[config.mk]
export PLATFORM = sky130hd
export DESIGN_NAME = slow_event_arbiter
export DESIGN_NICKNAME = d
export VERILOG_FILES = /design/src/rtl/slow_event_arbiter.sv
export SDC_FILE = /design/constraint.sdc
export NUM_CORES = 1
export LEC_CHECK = 0
export BUFFER_PORTS_ARGS = -buffer_cell sky130_fd_sc_hd__buf_2
export CORE_AREA = 2 2 40 42
export DETAILED_ROUTE_END_ITERATION = 8
export DIE_AREA = 0 0 42 44
export PLACE_DENSITY = 0.82
export REMOVE_ABC_BUFFERS = 1
export SLEW_MARGIN = 20
export SYNTH_ARGS = -nofsm -noshare
export SYNTH_HDL_FRONTEND = slang
export SYNTH_SLANG_ARGS = --single-unit
[constraint.sdc]
create_clock -name clk -period 2.2 [get_ports clk]
set_input_delay 0.22 -clock clk [delete_from_list [all_inputs] [get_ports clk]]
set_output_delay 0.22 -clock clk [all_outputs]
set_load 0.02 [all_outputs]
[src/rtl/slow_event_arbiter.sv]
// Round-robin arbiter that shares one fast-to-slow event strobe between N_REQ requesters.
// Optional watchdog abort is built only when SLOW_EVT_TIMEOUT_EN is defined.
module slow_event_arbiter #(
    parameter int N_REQ          = 4,
    parameter int ID_W           = 2,
    parameter int TIMEOUT_CYCLES = 255,
    parameter int CNT_W          = 8
) (
    input  logic             clk,
    input  logic             reset,
    input  logic [N_REQ-1:0] req,
    input  logic             slowClk,
    output logic             out,
    output logic [ID_W-1:0]  out_id,
    output logic [N_REQ-1:0] ack,
    output logic             busy,
    output logic             err
);

    typedef enum logic [2:0] {
        ST_IDLE      = 3'd0,
        ST_WAIT_LOW  = 3'd1,
        ST_WAIT_HIGH = 3'd2,
        ST_ACK       = 3'd3,
        ST_GAP_LOW   = 3'd4,
        ST_GAP_HIGH  = 3'd5
    } state_t;

    state_t            state_r;
    logic [ID_W-1:0]   grant_r;
    logic [ID_W-1:0]   rr_ptr_r;
    logic [ID_W-1:0]   pick_s;
    logic              pick_vld_s;
    logic              timed_hold_s;
    logic              tmo_s;

    function automatic logic [ID_W-1:0] next_idx(input logic [ID_W-1:0] idx);
        if (int'(idx) >= N_REQ - 1) begin
            next_idx = '0;
        end else begin
            next_idx = idx + ID_W'(1);
        end
    endfunction

    // First pending requester at or after rr_ptr_r, wrapping; scanning downwards lets the nearest one win.
    always_comb begin : arb_pick
        int idx_v;
        pick_s     = '0;
        pick_vld_s = 1'b0;
        idx_v      = 0;
        for (int k = N_REQ - 1; k >= 0; k--) begin
            idx_v = (int'(rr_ptr_r) + k) % N_REQ;
            if (req[idx_v[ID_W-1:0]]) begin
                pick_s     = idx_v[ID_W-1:0];
                pick_vld_s = 1'b1;
            end else begin
                pick_s     = pick_s;
                pick_vld_s = pick_vld_s;
            end
        end
    end

    // A timed state holds while slowClk has not yet reached the level that state waits for.
    always_comb begin
        case (state_r)
            ST_WAIT_LOW, ST_GAP_LOW:   timed_hold_s = slowClk;
            ST_WAIT_HIGH, ST_GAP_HIGH: timed_hold_s = ~slowClk;
            default:                   timed_hold_s = 1'b0;
        endcase
    end

`ifdef SLOW_EVT_TIMEOUT_EN
    logic [CNT_W-1:0] cnt_r;
    logic             err_r;

    assign tmo_s = (cnt_r == CNT_W'(TIMEOUT_CYCLES));
    assign err   = err_r;

    // Watchdog: counts cycles spent in one timed state, cleared whenever the state changes.
    always_ff @(posedge clk) begin
        if (reset) begin
            cnt_r <= '0;
            err_r <= 1'b0;
        end else begin
            err_r <= tmo_s && ((state_r == ST_WAIT_LOW) || (state_r == ST_WAIT_HIGH));
            if (tmo_s || !timed_hold_s) begin
                cnt_r <= '0;
            end else begin
                cnt_r <= cnt_r + CNT_W'(1);
            end
        end
    end
`else
    assign tmo_s = 1'b0;
    assign err   = 1'b0;
`endif

    // Event sequencer: grant, hold the strobe across a slow low then high phase, ack, then a full slow gap.
    always_ff @(posedge clk) begin
        if (reset) begin
            state_r  <= ST_IDLE;
            grant_r  <= '0;
            rr_ptr_r <= '0;
            out      <= 1'b0;
            out_id   <= '0;
            ack      <= '0;
            busy     <= 1'b0;
        end else begin
            ack <= '0;
            case (state_r)
                ST_IDLE: begin
                    if (pick_vld_s) begin
                        state_r <= ST_WAIT_LOW;
                        grant_r <= pick_s;
                        out     <= 1'b1;
                        out_id  <= pick_s;
                        busy    <= 1'b1;
                    end else begin
                        state_r <= ST_IDLE;
                        out     <= 1'b0;
                        out_id  <= '0;
                        busy    <= 1'b0;
                    end
                end
                ST_WAIT_LOW, ST_WAIT_HIGH: begin
                    if (tmo_s) begin
                        // Abort without ack; the requester keeps its bit and re-arbitrates later.
                        state_r  <= ST_GAP_LOW;
                        out      <= 1'b0;
                        out_id   <= '0;
                        rr_ptr_r <= next_idx(grant_r);
                    end else if (timed_hold_s) begin
                        state_r <= state_r;
                    end else if (state_r == ST_WAIT_LOW) begin
                        state_r <= ST_WAIT_HIGH;
                    end else begin
                        state_r  <= ST_ACK;
                        out      <= 1'b0;
                        out_id   <= '0;
                        ack      <= N_REQ'(1) << grant_r;
                        rr_ptr_r <= next_idx(grant_r);
                    end
                end
                ST_ACK: begin
                    state_r <= ST_GAP_LOW;
                end
                ST_GAP_LOW, ST_GAP_HIGH: begin
                    if (tmo_s || (!timed_hold_s && (state_r == ST_GAP_HIGH))) begin
                        state_r <= ST_IDLE;
                        busy    <= 1'b0;
                    end else if (timed_hold_s) begin
                        state_r <= state_r;
                    end else begin
                        state_r <= ST_GAP_HIGH;
                    end
                end
                default: begin
                    state_r <= ST_IDLE;
                    out     <= 1'b0;
                    out_id  <= '0;
                    busy    <= 1'b0;
                end
            endcase
        end
    end

endmodule

==> out/metrics.yaml <==
portBuffers: 14
dr.pass1.iters: 4
track_usage_pct: 17.4
yosys_most_used_dff: "dfxtp_1"
gp_routability_congestion: 0.799
endpoint_kind: "flop"
nets: 97
vias_per_cell: 5.85
ir_worst_vdd_uv: 408
start_kind: "flop"
die-area_um2: 1850
rsz0062_at_grt: "no"
ys_ff_latch: 15
dp_hpwl_um: 997
die_y_um: 44
max-clock-path-buffers: 2
setup_viol: 0
start_util_pct: 51.1
mostFrequentLayoutCells: "15 x dfxtp_1, 14 x buf_2, 6 x a21oi_1, 4 x nand2_1"
arrival_ps: 1730
cts_resized: 0
clk_pin_slew_ps: 80
postCtsSetupRepairBufs: 0
power_uw: 620
drtAntennaViolNets: 0
nFillCells: 130
yosys_warnings: 0
status: "finished clean"
path_cells: "nand4bb_1 > or3_1 > a21oi_1"
numCtsBuffers: 3
multi_input_area_um2: 379
fin_setup_tns_ps: 0
grt_pass1_wl_um: 2410
dr_total_vias: 608
sequential_cell_area_um2: 300
critPathSlowestCell: "dfxtp_1"
fin_ws_ps: 679
synth_area_um2: 724
drive_gt1_share_pct: 23.9
postCtsHoldBufs: 0
powerDensity_nw_per_um2: 768
cts-root-buf: "clkbuf_4"
syn-mean-instance-area_um2: 9.53
pre_cts_slack_ps: 685
insertion_delay_ps: 280
mostFrequentLayoutCell: "dfxtp_1"
grt_max_degree: 18
grt_pass1_vias: 562
routed_wl_um: 1340
area_growth_pct: 11.4
timing.fmax_mhz: 658
p_leak_uw: 0.000327
worstPathMaxFanout: 13
rows: 14
ys_async_sr_fraction_pct: 0
grt_overflow: 0
synth_edf_count: 0
maxCapViolCount: 0
io_pins: 16
ys_seq_area_share_pct: 41.5
synthDistinctLibCells: 38
drt-initial-drc-count: 15
rr_worst_depth: 3
slowest_delay_ps: 560
crit_type: "flop to flop"
required_ps: 2410
cts.sink_count: 15
drcViolationCount: 0
die_x_um: 42
cts_tree: "done"
whs_ps: 281
coreArea_um2: 1420
grt_antenna_before_repair: 0
final_hold_viol_count: 0
hold_path_class: "primary input to flop"
wire_per_inst_um: 12.8
syn_inst: 76
h-tree-depth: 1
diodes: 0
post-route-period-util_pct: 69.1
hold_path_depth: 2
clock_skew_ps: 2.88
drv_slew: 0
fin_crit_ps: 1520
## sequential cells by signal (all words and copies together) (netlist names)
| signal | count |
|---|---|
| ack | 4 |
| busy | 1 |
| grant_r | 2 |
| out | 1 |
| out_id | 2 |
| rr_ptr_r | 2 |
| state_r | 3 |
## area by class of cell
type	count	share of cell area, %
inverters	3	1.40
flip-flops and latches	15	37.2
multi-input cells	52	47.0
repair buffers	14	8.68
clock buffers	4	3.26
well taps	16	2.48
## report_power, final
part	switching (uW)	internal (uW)
clock network	84.1	70.5
logic	76.0	63.5
registers	28.9	297
## through the flow
stage	cell area [um2]	std cells	util (%)
6_report	807	104	56.9
5_1_grt	807	104	56.9
4_1_cts	807	104	56.9
3_5_place_dp	781	100	55.0
3_3_place_gp	781	100	55.0
2_1_floorplan	691	70	-
## critical path: cells and delay by family (launching register included)
family,cells,cell delay [ps]
simple gates,2,720
flops,1,560
compound gates,1,170
## cell families after synthesis
| logic type | count (synthesis) | share of synthesized area [%] |
|---|---|---|
| other cells | 1 | 0.518 |
| mux | 3 | 4.15 |
| fa+ha+maj | 1 | 1.73 |
| simple gates | 28 | 25.9 |
| buf+inv | 9 | 6.22 |
| compound gates | 19 | 20.0 |
| flops | 15 | 41.5 |
## synth_stat cells, types with 2 or more instances
library cell	number	share of area, %
inv_1	3	1.6
mux2i_1	3	4.1
nor4b_1	2	2.4
or4_1	2	2.1
o221ai_1	2	2.4
nor3_1	2	1.4
or3_1	2	1.7
nand2_1	4	2.1
nor4_1	3	2.6
nor2_1	2	1.0
clkbuf_1	4	2.1
a21oi_1	6	4.1
o2bb2ai_1	2	2.4
dfxtp_1	15	41
## layer usage
layer | part of all wire (%) | vias up | routed length [um] | global-route usage [%]
met1 | 44 | 285 | 586 | 21.2
met2 | 49 | 13 | 656 | 28.4
met3 | 5.8 | 2 | 78 | 5.42
met4 | 0.97 | 0 | 13 | 7.74
li1 | - | 308 | - | -
met5 | 0 | - | 0 | 0
## path summary, 6_finish.rpt
kind	endpoint	slack (ps)	from
worst max register to register	rr_ptr_r[0]	680	state_r[1]
worst min-delay path	rr_ptr_r[1]	280	reset
worst min register to register	out_id[0]	460	out_id[0]
worst max-delay path	rr_ptr_r[0]	680	state_r[1]
Power figures use the tool's default switching activity.
